===== src/rtl/uart_rx_fifo_pkg.sv =====
// rtl/uart_rx_fifo_pkg.sv - shared constants, entry type and packing helper for the UART receive FIFO
package uart_rx_fifo_pkg;

    localparam int RX_ENTRY_W      = 9;
    localparam int PAR_BIT         = 8;
    localparam int DATA_MSB        = 7;
    localparam int DATA_LSB        = 0;
    localparam int DEF_DEPTH_LOG2  = 4;
    localparam int DEF_AFULL_LEVEL = 12;

    typedef logic [RX_ENTRY_W-1:0] rx_entry_t;

    function automatic rx_entry_t pack_entry(input logic par, input logic [7:0] data);
        rx_entry_t e;
        e                     = '0;
        e[PAR_BIT]            = par;
        e[DATA_MSB:DATA_LSB]  = data;
        return e;
    endfunction

endpackage


===== src/rtl/uart_rx_fifo_if.sv =====
// rtl/uart_rx_fifo_if.sv - receiver/APB side signal bundle of the receive FIFO
interface uart_rx_fifo_if
    import uart_rx_fifo_pkg::*;
#(
    parameter int DEPTH_LOG2 = DEF_DEPTH_LOG2
);
    logic                  fifo_write;
    logic [7:0]            rx_byte;
    logic                  parity_err_in;
    logic                  read_rx_byte;
    logic [7:0]            rx_data;
    logic                  rx_parity_err;
    logic                  receive_full;
    logic                  rx_empty;
    logic                  rx_full;
    logic                  rx_afull;
    logic [DEPTH_LOG2:0]   rx_count;
    logic                  overflow;

    modport master (
        output fifo_write, rx_byte, parity_err_in, read_rx_byte,
        input  rx_data, rx_parity_err, receive_full, rx_empty,
               rx_full, rx_afull, rx_count, overflow
    );

    modport slave (
        input  fifo_write, rx_byte, parity_err_in, read_rx_byte,
        output rx_data, rx_parity_err, receive_full, rx_empty,
               rx_full, rx_afull, rx_count, overflow
    );
endinterface


===== src/rtl/uart_rx_fifo_ram.sv =====
// rtl/uart_rx_fifo_ram.sv - entry storage, synchronous write and asynchronous read, no reset
module uart_rx_fifo_ram
    import uart_rx_fifo_pkg::*;
#(
    parameter int AW = DEF_DEPTH_LOG2
) (
    input  logic       clk,
    input  logic       i_we,
    input  logic [AW-1:0] i_waddr,
    input  rx_entry_t  i_wdata,
    input  logic [AW-1:0] i_raddr,
    output rx_entry_t  o_rdata
);
    rx_entry_t r_mem [0:(1<<AW)-1];

    always_ff @(posedge clk) begin
        if (i_we) begin
            r_mem[i_waddr] <= i_wdata;
        end
    end

    assign o_rdata = r_mem[i_raddr];
endmodule


===== src/rtl/uart_rx_fifo.sv =====
// rtl/uart_rx_fifo.sv - first-word-fall-through receive FIFO with occupancy flags and sticky overflow
module uart_rx_fifo
    import uart_rx_fifo_pkg::*;
#(
    parameter int DEPTH_LOG2  = DEF_DEPTH_LOG2,
    parameter int AFULL_LEVEL = DEF_AFULL_LEVEL
) (
    input  logic          clk,
    input  logic          reset,
    uart_rx_fifo_if.slave bus
);
    localparam logic [DEPTH_LOG2:0] CNT_DEPTH = {1'b1, {DEPTH_LOG2{1'b0}}};
    localparam logic [DEPTH_LOG2:0] CNT_AFULL = (DEPTH_LOG2+1)'(AFULL_LEVEL);

    logic [DEPTH_LOG2-1:0] r_wr_ptr;
    logic [DEPTH_LOG2-1:0] r_rd_ptr;
    logic [DEPTH_LOG2:0]   r_count;
    logic                  r_overflow;

    logic      w_wr;
    logic      w_rd;
    logic      w_empty;
    logic      w_full;
    logic      w_rd_ok;
    logic      w_wr_ok;
    logic      w_drop;
    rx_entry_t w_wdata;
    rx_entry_t w_rdata;

    assign w_wr    = ~bus.fifo_write;
    assign w_rd    = bus.read_rx_byte;
    assign w_empty = (r_count == '0);
    assign w_full  = (r_count == CNT_DEPTH);
    assign w_rd_ok = w_rd & ~w_empty;
    // A read of a full FIFO frees the slot the same cycle, so the write is kept.
    assign w_wr_ok = w_wr & (~w_full | w_rd_ok);
    assign w_drop  = w_wr & w_full & ~w_rd_ok;
    assign w_wdata = pack_entry(bus.parity_err_in, bus.rx_byte);

    uart_rx_fifo_ram #(
        .AW(DEPTH_LOG2)
    ) u_ram (
        .clk     (clk),
        .i_we    (w_wr_ok),
        .i_waddr (r_wr_ptr),
        .i_wdata (w_wdata),
        .i_raddr (r_rd_ptr),
        .o_rdata (w_rdata)
    );

    always_ff @(posedge clk or posedge reset) begin
        if (reset) begin
            r_wr_ptr   <= '0;
            r_rd_ptr   <= '0;
            r_count    <= '0;
            r_overflow <= 1'b0;
        end else begin
            if (w_wr_ok) begin
                r_wr_ptr <= r_wr_ptr + 1'b1;
            end
            if (w_rd_ok) begin
                r_rd_ptr <= r_rd_ptr + 1'b1;
            end
            case ({w_wr_ok, w_rd_ok})
                2'b10:   r_count <= r_count + 1'b1;
                2'b01:   r_count <= r_count - 1'b1;
                default: r_count <= r_count;
            endcase
            // Set has priority over the clear-on-read.
            if (w_drop) begin
                r_overflow <= 1'b1;
            end else if (w_rd) begin
                r_overflow <= 1'b0;
            end
        end
    end

    assign bus.rx_data       = w_empty ? 8'h00 : w_rdata[DATA_MSB:DATA_LSB];
    assign bus.rx_parity_err = w_empty ? 1'b0  : w_rdata[PAR_BIT];
    assign bus.rx_empty      = w_empty;
    assign bus.receive_full  = ~w_empty;
    assign bus.rx_full       = w_full;
    assign bus.rx_afull      = (r_count >= CNT_AFULL);
    assign bus.rx_count      = r_count;
    assign bus.overflow      = r_overflow;
endmodule


===== src/flat_wrapper.sv =====
// flat-port wrapper written by rule: the top's interface ports become plain ports
module uart_rx_fifo_flat import uart_rx_fifo_pkg::*;
#(
    parameter int DEPTH_LOG2  = DEF_DEPTH_LOG2,
    parameter int AFULL_LEVEL = DEF_AFULL_LEVEL
)
  (clk, reset, bus_fifo_write, bus_rx_byte, bus_parity_err_in, bus_read_rx_byte, bus_rx_data, bus_rx_parity_err, bus_receive_full, bus_rx_empty, bus_rx_full, bus_rx_afull, bus_rx_count, bus_overflow);
  uart_rx_fifo_if #(.DEPTH_LOG2(DEPTH_LOG2)) bus_i ();
  input  logic clk;
  input  logic reset;
  input wire logic [$bits(bus_i.fifo_write)-1:0] bus_fifo_write;
  input wire logic [$bits(bus_i.rx_byte)-1:0] bus_rx_byte;
  input wire logic [$bits(bus_i.parity_err_in)-1:0] bus_parity_err_in;
  input wire logic [$bits(bus_i.read_rx_byte)-1:0] bus_read_rx_byte;
  output wire logic [$bits(bus_i.rx_data)-1:0] bus_rx_data;
  output wire logic [$bits(bus_i.rx_parity_err)-1:0] bus_rx_parity_err;
  output wire logic [$bits(bus_i.receive_full)-1:0] bus_receive_full;
  output wire logic [$bits(bus_i.rx_empty)-1:0] bus_rx_empty;
  output wire logic [$bits(bus_i.rx_full)-1:0] bus_rx_full;
  output wire logic [$bits(bus_i.rx_afull)-1:0] bus_rx_afull;
  output wire logic [$bits(bus_i.rx_count)-1:0] bus_rx_count;
  output wire logic [$bits(bus_i.overflow)-1:0] bus_overflow;
  assign bus_i.fifo_write = bus_fifo_write;
  assign bus_i.rx_byte = bus_rx_byte;
  assign bus_i.parity_err_in = bus_parity_err_in;
  assign bus_i.read_rx_byte = bus_read_rx_byte;
  assign bus_rx_data = bus_i.rx_data;
  assign bus_rx_parity_err = bus_i.rx_parity_err;
  assign bus_receive_full = bus_i.receive_full;
  assign bus_rx_empty = bus_i.rx_empty;
  assign bus_rx_full = bus_i.rx_full;
  assign bus_rx_afull = bus_i.rx_afull;
  assign bus_rx_count = bus_i.rx_count;
  assign bus_overflow = bus_i.overflow;
  uart_rx_fifo #(.DEPTH_LOG2(DEPTH_LOG2), .AFULL_LEVEL(AFULL_LEVEL)) u_core (.clk(clk), .reset(reset), .bus(bus_i));
endmodule

===== config.mk =====
export PLATFORM = sky130hd
export DESIGN_NAME = uart_rx_fifo_flat
export DESIGN_NICKNAME = d
export VERILOG_FILES = /design/src/rtl/uart_rx_fifo_pkg.sv /design/src/rtl/uart_rx_fifo_if.sv /design/src/rtl/uart_rx_fifo_ram.sv /design/src/rtl/uart_rx_fifo.sv /design/src/flat_wrapper.sv
export SDC_FILE = /design/constraint.sdc
export NUM_CORES = 1
export LEC_CHECK = 0
export CORE_MARGIN = 3
export CORE_UTILIZATION = 55
export DETAILED_ROUTE_END_ITERATION = 16
export HOLD_SLACK_MARGIN = 0.05
export PLACE_DENSITY = 0.73
export SLEW_MARGIN = 10
export SYNTH_ARGS = -nofsm -noshare
export SYNTH_HDL_FRONTEND = slang
export SYNTH_HIERARCHICAL = 1
export SYNTH_SLANG_ARGS = --single-unit

===== constraint.sdc =====
create_clock -name clk -period 4.1 [get_ports clk]
set_input_delay 0.615 -clock clk [delete_from_list [all_inputs] [get_ports clk]]
set_output_delay 0.615 -clock clk [all_outputs]
set_load 0.05 [all_outputs]

==> qor.yml, run 1 <==
status: "complete, no violations"
ios: 32
clk_latency_ns: 0.42
vias: 3341
grt_pass1_vias: 3353
area_growth_pct: 17.4
hold_viol_final: 0
max_slew_margin_pct: 33.8
synth_warnings: 6
antenna_found_initial: 0
cp-end-kind: "primary output"
layout_min_cycle_time_ns: 3.65
slew_violations: 0
cts-resized-gates: 0
ys_seq_area_share_pct: 71.6
start_kind: "flip-flop"
synth_edf_count: 144
power_density_nw_per_um2: 781
cts_setup_buffers: 0
fin_crit_sh_pct: 89.0
layout_commonest_cell: "edfxtp_1"
numCtsBuffers: 17
fin_hold_ws_ns: 0.500
grt_start_max_net_pins: 34
worstSetupPathType: "flip-flop to primary output"
finalSetupTns_ns: 0
diodes: 0
die_w_um: 115
viasPerCell: 6.12
cts_buffer_depth: 2
fin_skew_ns: 0.0126
rsz0062_at_grt: "false"
ys_seq_elements: 158
htreeDepth: 4
worstPathRequired_ns: 3.48
p_leak_nw: 2.63
std_cell_rows: 39
coreArea_um2: 11500
critPathArrivalTime_ns: 3.04
worstMarginPinSlew_ns: 0.989
wire_per_inst_um: 22.9
postCtsHoldBufs: 0
cts-root-buf: "clkbuf_16"
ir_drop_mv: 0.411
reg2reg_slack_ns: 0.88
hold_class: "flip-flop to flip-flop"
setup_viol_count_final: 0
dpl.hpwl_um: 7860
gr-total-overflow: 0
grt.total_usage_pct: 20.3
ys.flop_type: "edfxtp_1"
detail-route-antenna-nets: 0
synthArstFlopShare_pct: 8.86
drive_above_1_share_pct: 19.6
layout_common_cells: "144 x edfxtp_1, 31 x clkdlybuf4s50_1, 21 x mux4_2, 19 x buf_4, 18 x a22oi_1"
gp_congestion: 0.738
first_iter_violations: 348
die_area_um2: 13200
nNetsFinal: 410
synth_fp_nets: 354
syn_area_per_cell_um2: 19.5
grt_pass1_wl_um: 19200
syn-cell-area_um2: 6530
drv_cap: 0
netlist-cell-type-count: 48
cts_tree: "yes"
fp.dieH_um: 115
crit_fanout: 33
drc: 0
drtPass1Iterations: 6
port_buffers: 31
cts.sinks: 158
start_util_pct: 56.7
drt-total-wl_um: 12500
netlist_instances: 334
clkSlewWorstSetupHoldPaths_ns: 0.06
fmax_mhz: 274
==> sequential cells by signal, indices dropped and copies added (netlist names) <==
name / flops
u_core/bus.overflow: 1
u_core/r_wr_ptr: 4
u_core/r_rd_ptr: 4
u_core/bus.rx_count: 5
u_core/u_ram/r_mem: 144
==> synthesized netlist by cell type (all sizes together), types with 2 or more instances <==
cell type | n | area [um^2]
ha | 6 | 75.1
nor3b | 3 | 22.5
nand2b | 2 | 12.5
a22oi | 18 | 135
o21ai | 3 | 26.3
dfrtp | 14 | 350
xnor2 | 5 | 43.8
or4 | 2 | 18.8
nor3 | 4 | 20.0
clkbuf | 3 | 25.0
nor2b | 11 | 68.8
and2 | 2 | 12.5
o211ai | 3 | 22.5
buf | 10 | 87.6
mux4 | 36 | 867
inv | 8 | 30.0
mux2 | 4 | 48.8
edfxtp | 144 | 4320
nand3b | 2 | 15.0
xor2 | 3 | 26.3
nor2 | 17 | 63.8
nand2 | 11 | 41.3
nand3 | 3 | 15.0
a21oi | 6 | 30.0
==> layer usage <==
metal / part of all wire (%) / vias up / global-route usage, %
met1: 43 / 1749 / 27.6
met3: 5.7 / 14 / 4.84
met4: 1.3 / 0 / 6.81
met5: 0 / - / 0
met2: 50 / 94 / 32.7
li1: - / 1484 / -
==> power by group <==
part	internal (mW)	total [mW]	switching, mW
Sequential	1.99	2.18	0.191
Combinational	0.920	2.21	1.29
Clock	1.02	1.58	0.565
==> area by class of cell <==
type	instances	area [um^2]
Sequential cell	158	4680
Inverter	8	30.0
Clock inverter	7	110
Tap cell	143	179
Clock buffer	25	495
Multi-Input combinational cell	154	1700
Timing Repair Buffer	51	473
Fill cell	760	3850
==> critical path: stages, from the launching register on <==
cell	delay, ns
dfrtp_2	0.50
buf_12	0.29
mux4_1	0.61
a22oi_1	0.28
nand2_1	0.09
nor2b_1	0.13
clkdlybuf4s50_1	0.69
==> cell families (layout without fill, tap and decap cells) <==
logic type	after synthesis	after routing	share of synthesized area, %
adder cells (fa/ha/maj)	7	7	1.46
AND/OR/NAND/NOR	64	64	5.54
XOR/XNOR	8	8	1.07
flip-flops	158	158	71.6
AO/OA/AOI/OAI	35	35	3.91
multiplexers	40	40	14.0
buffers and inverters	22	91	2.34
==> per-stage QoR <==
step	cells	cell area [um^2]	setup slack, ns	utilization [%]	power [mW]
floorplan	334	6530	0.997	-	3.79
global placement	514	7060	0.783	61.3	4.38
detailed placement	514	7060	0.593	61.3	4.44
CTS	546	7660	0.413	66.5	6.02
global route	546	7660	0.308	66.5	6.26
finish	546	7660	0.450	66.5	5.98
==> path summary, 6_finish.rpt <==
kind	depth (start not counted)	endpoint	start
max reg2reg	8	u_core/bus.rx_count[4]	u_core/bus.rx_count[0]
min	2	u_core/bus.overflow	u_core/bus.overflow
max	6	bus_rx_data[5]	u_core/r_rd_ptr[0]
max in group asynchronous	2	u_core/r_rd_ptr[0]	reset
min in group asynchronous	2	u_core/r_wr_ptr[0]	reset
min reg2reg	2	u_core/bus.overflow	u_core/bus.overflow
Power figures use the tool's default switching activity.
==> run 2, diff against run 1 <==
- SLEW_MARGIN: 10 -> 30
==> run 2 against run 1 <==
Effect of this change:
- wire length up 0.15%
- die area unchanged
- combinational power about the same
- highest routed layer unchanged
==> qor.yml, run 2 (same netlist as run 1, synthesis figures left out) <==
critPathArrivalTime_ns: 3.04  # about the same
cts_tree: "yes"
gp_congestion: 0.738  # unchanged
largest_reg_flops: 144  # unchanged
fin_crit_sh_pct: 89.1  # about the same
die_w_um: 115  # unchanged
multi_input_area_um2: 1700  # +0.15%
wire_per_inst_um: 22.9  # +0.15%
cts_setup_buffers: 0  # unchanged
cts-resized-gates: 0  # unchanged
detail-route-antenna-nets: 0  # unchanged
clkSlewWorstSetupHoldPaths_ns: 0.06  # about the same
critical_path_cell_count: 6  # unchanged
clk_latency_ns: 0.42  # about the same
layout_commonest_cell: "edfxtp_1"
vias: 3360  # +0.57%
worstReg2RegStart: "u_core/bus.rx_count[0]"
layout_common_cells: "144 x edfxtp_1, 31 x clkdlybuf4s50_1, 21 x mux4_2, 19 x buf_4, 18 x a22oi_1"
ios: 32  # unchanged
fmax_mhz: 274  # about the same
cpMaxStageDelayCell: "clkdlybuf4s50_1"
antenna_found_initial: 0  # unchanged
drc: 0  # unchanged
cts-root-buf: "clkbuf_16"
critPathTopFamily: "buffers and inverters"
die_area_um2: 13200  # unchanged
worstMarginPinSlew_ns: 0.951  # -0.0382 ns
dpl.hpwl_um: 7860  # unchanged
grt.total_usage_pct: 20.3  # unchanged
drive_above_1_share_pct: 19.9  # +0.25 points
endpoint: "bus_rx_data[5]"
worstSetupPathType: "flip-flop to primary output"
reg2reg_slack_ns: 0.88  # about the same
cp-end-kind: "primary output"
rr_endpoint: "u_core/bus.rx_count[4]"
gr-total-overflow: 0  # unchanged
nNetsFinal: 410  # unchanged
numCtsBuffers: 17  # unchanged
hold_viol_final: 0  # unchanged
grt_pass1_wl_um: 19200  # unchanged
first_iter_violations: 347  # -0.29%
crit_buf_inv: 2  # unchanged
p_leak_nw: 2.63  # about the same
slew_violations: 0  # unchanged
start_util_pct: 56.7  # unchanged
power_density_nw_per_um2: 781  # about the same
fin_skew_ns: 0.0125  # -0.0000717 ns
final_area_um2: 7660  # about the same
htreeDepth: 4  # unchanged
crit_fanout: 33  # unchanged
crit_start: "u_core/r_rd_ptr[0]"
postCtsHoldBufs: 0  # unchanged
fp.dieH_um: 115  # unchanged
r2r_cells: 8  # unchanged
nFillCells: 758  # -0.26%
ir_drop_mv: 0.410  # about the same
drtPass1Iterations: 6  # unchanged
port_buffers: 31  # unchanged
cts_buffer_depth: 2  # unchanged
postPlaceCellArea_um2: 7060  # unchanged
coreArea_um2: 11500  # unchanged
finalSetupTns_ns: 0  # unchanged
worstPathRequired_ns: 3.48  # about the same
worstPathCellList: "buf_12 > mux4_1 > a22oi_1 > nand2_1 > nor2b_1 > clkdlybuf4s50_1"
max_slew_margin_pct: 36.4  # +2.6 points
drv_cap: 0  # unchanged
viasPerCell: 6.15  # +0.57%
rsz0062_at_grt: "false"
std_cell_rows: 39  # unchanged
status: "complete, no violations"
start_kind: "flip-flop"
area_growth_pct: 17.4  # about the same
drt-total-wl_um: 12500  # +0.15%
layout_min_cycle_time_ns: 3.65  # +0.00179 ns
hold_class: "flip-flop to flip-flop"
cts.sinks: 158  # unchanged
diodes: 0  # unchanged
grt_pass1_vias: 3353  # unchanged
register_area_um2: 4680  # unchanged
setup_viol_count_final: 0  # unchanged
grt_start_max_net_pins: 34  # unchanged
top_register: "u_core/u_ram/r_mem"
cp_slowest_stage_delay_ns: 0.69  # about the same
==> run 2: cell count changes in the layout (fill, tap and decap cells not counted) <==
cell    before  now
nor2_2       0    1
nor2_1      17   16
==> run 2: where the power goes <==
part | switching, mW | leakage (nW) | internal (mW)
Clock | 0.564 | 0.301 | 1.02
Combinational | 1.30 | 0.861 | 0.920
Sequential | 0.190 | 1.47 | 1.99
==> run 2: per-layer routing <==
metal / vias up / GRT usage (%) / wire length (um)
met5: - / 0 / 0
met4: 0 / 6.81 / 165
met3: 14 / 4.84 / 715
met2: 98 / 32.7 / 6310
met1: 1764 / 27.6 / 5340
li1: 1484 / - / -
==> run 2: worst min path at each step <==
stage | end | startpoint | slack, ns | depth (start not counted)
floorplan | u_core/r_rd_ptr[3] | u_core/r_rd_ptr[3] | 0.49 | 1
global placement | u_core/bus.overflow | u_core/bus.overflow | 0.49 | 2
detailed placement | u_core/bus.overflow | u_core/bus.overflow | 0.49 | 2
CTS | u_core/bus.overflow | u_core/bus.overflow | 0.51 | 2
global route | u_core/bus.overflow | u_core/bus.overflow | 0.52 | 2
finish | u_core/bus.overflow | u_core/bus.overflow | 0.50 | 2
==> run 2: cell type report <==
| class | count | area share [%] |
|---|---|---|
| tap | 143 | 2.33 |
| inverter | 8 | 0.392 |
| clock inverter | 7 | 1.44 |
| clock buffer | 25 | 6.47 |
| timing repair buffer | 51 | 6.17 |
| sequential | 158 | 61.0 |
| multi-input combinational | 154 | 22.2 |
==> run 2: tightest hold or removal path: cells and delay by family, from the launching register on <==
kind / cells / cell delay, ns
simple gates: 1 / 0.07
compound gates: 1 / 0.04
flops: 1 / 0.34
==> run 2: through the flow <==
stage	utilization [%]	worst slack, ns	total power, mW	cells	hold slack [ns]
after floorplan	-	0.997	3.79	334	0.487
after global placement	61.3	0.783	4.38	514	0.490
after detailed placement	61.3	0.593	4.44	514	0.493
after CTS	66.5	0.413	6.02	546	0.507
after global routing	66.5	0.308	6.26	546	0.521
final	66.5	0.448	5.98	546	0.500
==> patch 1: new RTL, settings of run 2 <==
Change the package constant `DEF_DEPTH_LOG2` from 4 to 6.
--- a/src/rtl/uart_rx_fifo_pkg.sv
+++ b/src/rtl/uart_rx_fifo_pkg.sv
@@ -6,5 +6,5 @@
     localparam int DATA_MSB        = 7;
     localparam int DATA_LSB        = 0;
-    localparam int DEF_DEPTH_LOG2  = 4;
+    localparam int DEF_DEPTH_LOG2  = 6;
     localparam int DEF_AFULL_LEVEL = 12;
 
Interface: changed (resized bus_rx_count); port bits go from 32 to 34. No check against the original RTL was run, so the function may have changed too.
==> patch 1 against run 2 <==
Worst setup slack got worse by 0.31 ns; combinational power grew to 2.7 times the old value; routed wire length grew to 4.0 times the old value; clock power rose to 3.3 times the old value; sequential power grew to 3.4 times the old value; count of clock-buffer cells in the layout rose by 42; cell count rose to 3.4 times the old value; sequential cell count rose by 438; synthesized cell count increased to 3.4 times the old value; total power rose to 3.1 times the old value; synthesized area grew to 3.6 times the old value; final area grew to 3.5 times the old value; worst hold slack worse by 0.28 ns; critical endpoint is now bus_rx_data[7]; largest cell class unchanged.
==> patch 1: results (changes against run 2) <==
The run finished with clean final reports. The largest net degree at the start of global routing was 65 (was 34); the number of buffers added by the clock tree synthesis step was 57 (was 17). Family with the most delay on the worst path: simple AND/OR/NAND/NOR gates (was buffers and inverters). The run gives 0.2192 ns (was 0.4995 ns) as the worst hold slack.

Leading post-synthesis cells by cell area: sky130_fd_sc_hd__edfxtp_1 73%, sky130_fd_sc_hd__mux4_2 14%, sky130_fd_sc_hd__dfrtp_1 2.1% (was sky130_fd_sc_hd__edfxtp_1 66%, sky130_fd_sc_hd__mux4_2 7.2%, sky130_fd_sc_hd__mux4_1 6.0%). The logs give 0.3523 (was 0.3272) for the met2 global-route usage and 0.2227 (was 0.2028) for the overall track demand over capacity in global routing. The slowest library cell on the worst path is sky130_fd_sc_hd__mux4_2 (was sky130_fd_sc_hd__clkdlybuf4s50_1).

Detailed placer's ending HPWL: 29400 um (was 7855 um). The insertion delay of the later-clocked pin in the worst-skew pair was 0.62 ns (was 0.42 ns). The number of input and output port buffers inserted came out at 33 (was 31). The top routing layer in use is met5 (was met4). The maximum fanout along the worst path is 22 (was 33).

The logs give 2 (was 0) for the number of antenna violations at the first check in global routing and 0.7540 (was 0.7164) for the fraction of the yosys area taken by sequential cells. The global placer's final weighted congestion came out at 0.8054 (was 0.7377). The number of enable flip-flop cells after synthesis is 576 (was 144). The number of global-route vias before repair was 11650 (was 3353); the number of detailed-routing iterations run before antenna repair was 5 (was 6).

The clock skew is 0.02324 ns (was 0.01249 ns). The switching share of power came out at 0.3165 (was 0.3432). The power attributed to combinational cells was 0.00592 W (was 0.00222 W); the static leakage power was 8.758 nW (was 2.631 nW).

The per-cell via count in the routed design is 6.202 (was 6.154), and the met3 capacity usage during global routing is 0.05084 (was 0.04842). Logic depth of the worst register-to-register path: 10 (was 8). The classification of the worst-slack hold path is in2reg (was reg2reg). The fraction of registers with async set or reset after synthesis was 0.03356 (was 0.08861). Synthesized netlist net count: 1147 (was 354). The number of DRC violations after detailed-routing iteration 0 was 1166 (was 347); the maximum vdd ir drop was 0.0007851 V (was 0.0004105 V). Top cells by instance count after synthesis: 576 x sky130_fd_sc_hd__edfxtp_1, 143 x sky130_fd_sc_hd__mux4_2, 78 x sky130_fd_sc_hd__nor2_1 (was 144 x sky130_fd_sc_hd__edfxtp_1, 21 x sky130_fd_sc_hd__mux4_2, 18 x sky130_fd_sc_hd__a22oi_1).

For the met3 routed wirelength, the log shows 3472 um (was 715 um). The logs give 73420 um (was 19150 um) for the first-pass GRT wire length and 51 (was 48) for the number of distinct library cell variants in the gate-level netlist after synthesis. The data arrival time of the critical path came out at 3.35 ns (was 3.04 ns). The hold path depth works out to 1 (was 2).
## patch 1: kinds of logic after synthesis
| logic type | share of synthesized area |
|---|---|
| muxes | 0.1599 |
| buffers and inverters | 0.01548 |
| xor gates and xnor gates | 0.005195 |
| DFF | 0.7540 |
| AOI/OAI and AO/OA | 0.02475 |
| and+or+nand+nor | 0.03615 |
| adders and majority gates | 0.004559 |
## patch 1: final timing paths
kind / startpoint / end / slack, ns
worst max-delay path: u_core/r_rd_ptr[0]$_DFFE_PP0N_ / bus_rx_data[7] / 0.13
worst min-delay path: bus_rx_byte[0] / u_core/u_ram/r_mem[18][0]$_DFFE_PP_ / 0.22
max in group asynchronous: reset / u_core/r_rd_ptr[1]$_DFFE_PP0N_ / 3.33
worst min register to register: u_core/bus.overflow$_DFFE_PP0P_ / u_core/bus.overflow$_DFFE_PP0P_ / 0.52
worst max register to register: u_core/bus.rx_count[0]$_DFFE_PP0P_ / u_core/bus.rx_count[6]$_DFFE_PP0P_ / 0.77
min in group asynchronous: reset / u_core/bus.rx_count[2]$_DFFE_PP0P_ / 0.37
## patch 1: final cells by class
class / count / area [um2]
sequential: 596 / 17810
fill: 2791 / 15190
multi-input combinational: 465 / 5449
clock buffer: 67 / 1464
timing repair buffer: 132 / 1117
tap: 539 / 674.4
clock inverter: 40 / 390.4
inverter: 10 / 37.54
## patch 1: stage by stage
stage	total power, W	cells	instance area (um2)	util
floorplan	0.01154	1126	23600	-
global placement	0.01326	1734	24960	0.5923
detailed placement	0.01332	1734	24970	0.5926
CTS	0.01851	1844	26840	0.6371
global route	0.01928	1849	26940	0.6394
finish	0.01848	1849	26940	0.6394
## patch 1: timing repair
action / CTS / global route
hold endpoints to repair: 0 / 0
setup endpoints to repair: 9 / 3
cloned: 0 / 1
gates resized for setup: 0 / 6
setup buffers: 3 / 4
==> patch 2: new RTL, settings of run 2 <==
Without the edit above. Reset style: synchronous (`reset`), changed in one clocked block. Comments in the files are not updated.
--- a/src/rtl/uart_rx_fifo.sv
+++ b/src/rtl/uart_rx_fifo.sv
@@ -49,5 +49,5 @@
     );
 
-    always_ff @(posedge clk or posedge reset) begin
+    always_ff @(posedge clk) begin
         if (reset) begin
             r_wr_ptr   <= '0;
Function: differs if reset is asserted again (counterexample within 4 cycles, from zero or initial values and one cycle with reset high); with reset held inactive, the same outputs for 4 cycles.
==> patch 2 against run 2 <==
Synthesized area fell by 1.3%; worst setup slack lost 0.037 ns; routed wire length down 1.4%; sequential share of layout area down 0.37 points; largest cell class unchanged; critical endpoint is now bus_rx_data[1]; non-clock buffer count increased by 1; clock power rose by 5%; cell count is 0.55% higher; sequential cell count did not move; final area is 0.90% lower; total power fell by 19%; count of clock-buffer cells in the layout fell by 5.
==> patch 2: results (changes against run 2) <==
The static leakage power is 2.543 nW (was 2.631 nW), and the fraction of the yosys area taken by sequential cells is 0.7151 (was 0.7164). The maximum vdd ir drop is 0.0005028 V (was 0.0004105 V). The cell count after placement was 518 (was 514). The tools report the number of instances in the synthesized netlist as 341 (was 334).

The number of flip-flops in the largest register was 144 (unchanged). Final routed wire length divided by cell count: 22.49 um (was 22.94 um). The tools report the clock tree buffer depth as 2 (unchanged).

Number of detailed-routing iterations run before antenna repair: 5 (was 6). The run finished with clean final reports. The detailed placer's ending HPWL is 7561 um (was 7855 um). The maximum fanout along the worst path came out at 11 (was 33). The number of fill cells came out at 760 (was 758). The data arrival time of the critical path was 3.07 ns (was 3.04 ns); the clock skew was 0.007164 ns (was 0.01249 ns). The number of DRC violations after detailed-routing iteration 0 is 274 (was 347), and the overall track demand over capacity in global routing is 0.2039 (was 0.2028). The tools report the number of global-route vias before repair as 3463 (was 3353).

For the cell area reported after detailed placement, the log shows 6967 um2 (was 7056 um2). The synthesized netlist net count is 361 (was 354), and the fraction of registers with async set or reset after synthesis is 0 (was 0.08861). The run gives 417 (was 410) as the total number of nets in the final design. The per-cell via count in the routed design was 5.909 (was 6.154); the worst-case headroom to the max-slew limit was 0.5004 (was 0.3638). Top cells by instance count after synthesis: 144 x sky130_fd_sc_hd__edfxtp_1, 28 x sky130_fd_sc_hd__nor2_1, 21 x sky130_fd_sc_hd__mux4_2 (was 144 x sky130_fd_sc_hd__edfxtp_1, 21 x sky130_fd_sc_hd__mux4_2, 18 x sky130_fd_sc_hd__a22oi_1).

Largest net degree at the start of global routing: 40 (was 34). The setup total negative slack came out at 0 ns (unchanged). First-pass GRT wire length: 19190 um (was 19150 um). The tools report the number of distinct library cell variants in the gate-level netlist after synthesis as 44 (was 48). Leading post-synthesis cells by cell area: sky130_fd_sc_hd__edfxtp_1 67%, sky130_fd_sc_hd__mux4_2 7.3%, sky130_fd_sc_hd__mux4_1 6.1% (was sky130_fd_sc_hd__edfxtp_1 66%, sky130_fd_sc_hd__mux4_2 7.2%, sky130_fd_sc_hd__mux4_1 6.0%). The global placer's final weighted congestion was 0.7607 (was 0.7377); the number of antenna violations at the first check in global routing was 0 (unchanged).

For the final cell count without fillers, the log shows 549 (was 546). Largest stage delay on the critical path: 0.71 ns (was 0.69 ns). The post-place setup slack came out at 0.7150 ns (was 0.5932 ns). The share of cells above drive strength 1 was 0.1858 (was 0.1985). Startpoint of the worst-slack reg-to-reg timing path: u_core/bus.rx_count[0]$_SDFFE_PP0P_ (was u_core/bus.rx_count[0]$_DFFE_PP0P_). The startpoint of the tightest hold check path is u_core/bus.overflow$_SDFFE_PP0P_ (was u_core/bus.overflow$_DFFE_PP0P_).
patch 2: changes by cell type in the layout (fill, tap and decap cells not counted), sizes merged, moves of 3 or more:
cell	run 2	this run
dfxtp	0	14
mux2	4	0
nor2	17	28
clkbuf	25	20
clkinvlp	0	3
dfrtp	14	0
nor3b	3	0
mux2i	0	3
patch 2: metal layers:
layer,global-route usage,vias up,part of all wire
met5,0,-,0
met4,0.06730,0,0.011
met3,0.05338,14,0.043
met2,0.3240,80,0.50
met1,0.2790,1660,0.44
li1,-,1490,-
patch 2: kinds of logic after synthesis:
family / share of synthesized area
and+or+nand+nor: 0.05888
DFF: 0.7151
buffers and inverters: 0.02351
adders and majority gates: 0.01477
xor gates and xnor gates: 0.01088
AOI/OAI and AO/OA: 0.03751
muxes: 0.1393
patch 2: report_power, final:
part	switching (W)	total [W]	internal [W]	leakage [nW]
combinational	0.000795	0.00131	0.000513	0.831
clock	0.000588	0.00166	0.00107	0.296
sequential	0.0000675	0.00188	0.00181	1.42
patch 2: layout make-up:
cell class,instances,area (um2),share of cell area
flip-flops and latches,158,4606,0.6064
multi-input cells,162,1683,0.2216
repair buffers,52,480.5,0.06326
clock buffers,20,436.7,0.05750
clock inverters,11,191.4,0.02521
well taps,140,175.2,0.02306
inverters,6,22.52,0.002965
patch 2: final timing paths:
check / cells after the start / to / slack (ns)
setup / recovery: 6 / bus_rx_data[1] / 0.41
hold / removal: 2 / u_core/bus.overflow$_SDFFE_PP0P_ / 0.54
setup reg to reg: 9 / u_core/bus.rx_count[4]$_SDFFE_PP0P_ / 1.14
hold reg to reg: 2 / u_core/bus.overflow$_SDFFE_PP0P_ / 0.54
patch 2: per-stage QoR:
| stage | utilization | hold slack, ns | total power, W |
|---|---|---|---|
| global placement | 0.6262 | 0.4663 | 0.003198 |
| floorplan | - | 0.5221 | 0.002846 |
| CTS | 0.6826 | 0.5161 | 0.004890 |
| global route | 0.6826 | 0.5764 | 0.005040 |
| finish | 0.6826 | 0.5350 | 0.004851 |
| detailed placement | 0.6262 | 0.5081 | 0.003231 |
patch 2: critical path, delay by kind of cell (launching register included):
| family | cells | cell delay (ns) |
|---|---|---|
| multiplexers | 1 | 0.61 |
| flip-flops | 1 | 0.56 |
| AO/OA/AOI/OAI | 1 | 0.26 |
| AND/OR/NAND/NOR | 2 | 0.27 |
| buffers and inverters | 2 | 0.96 |
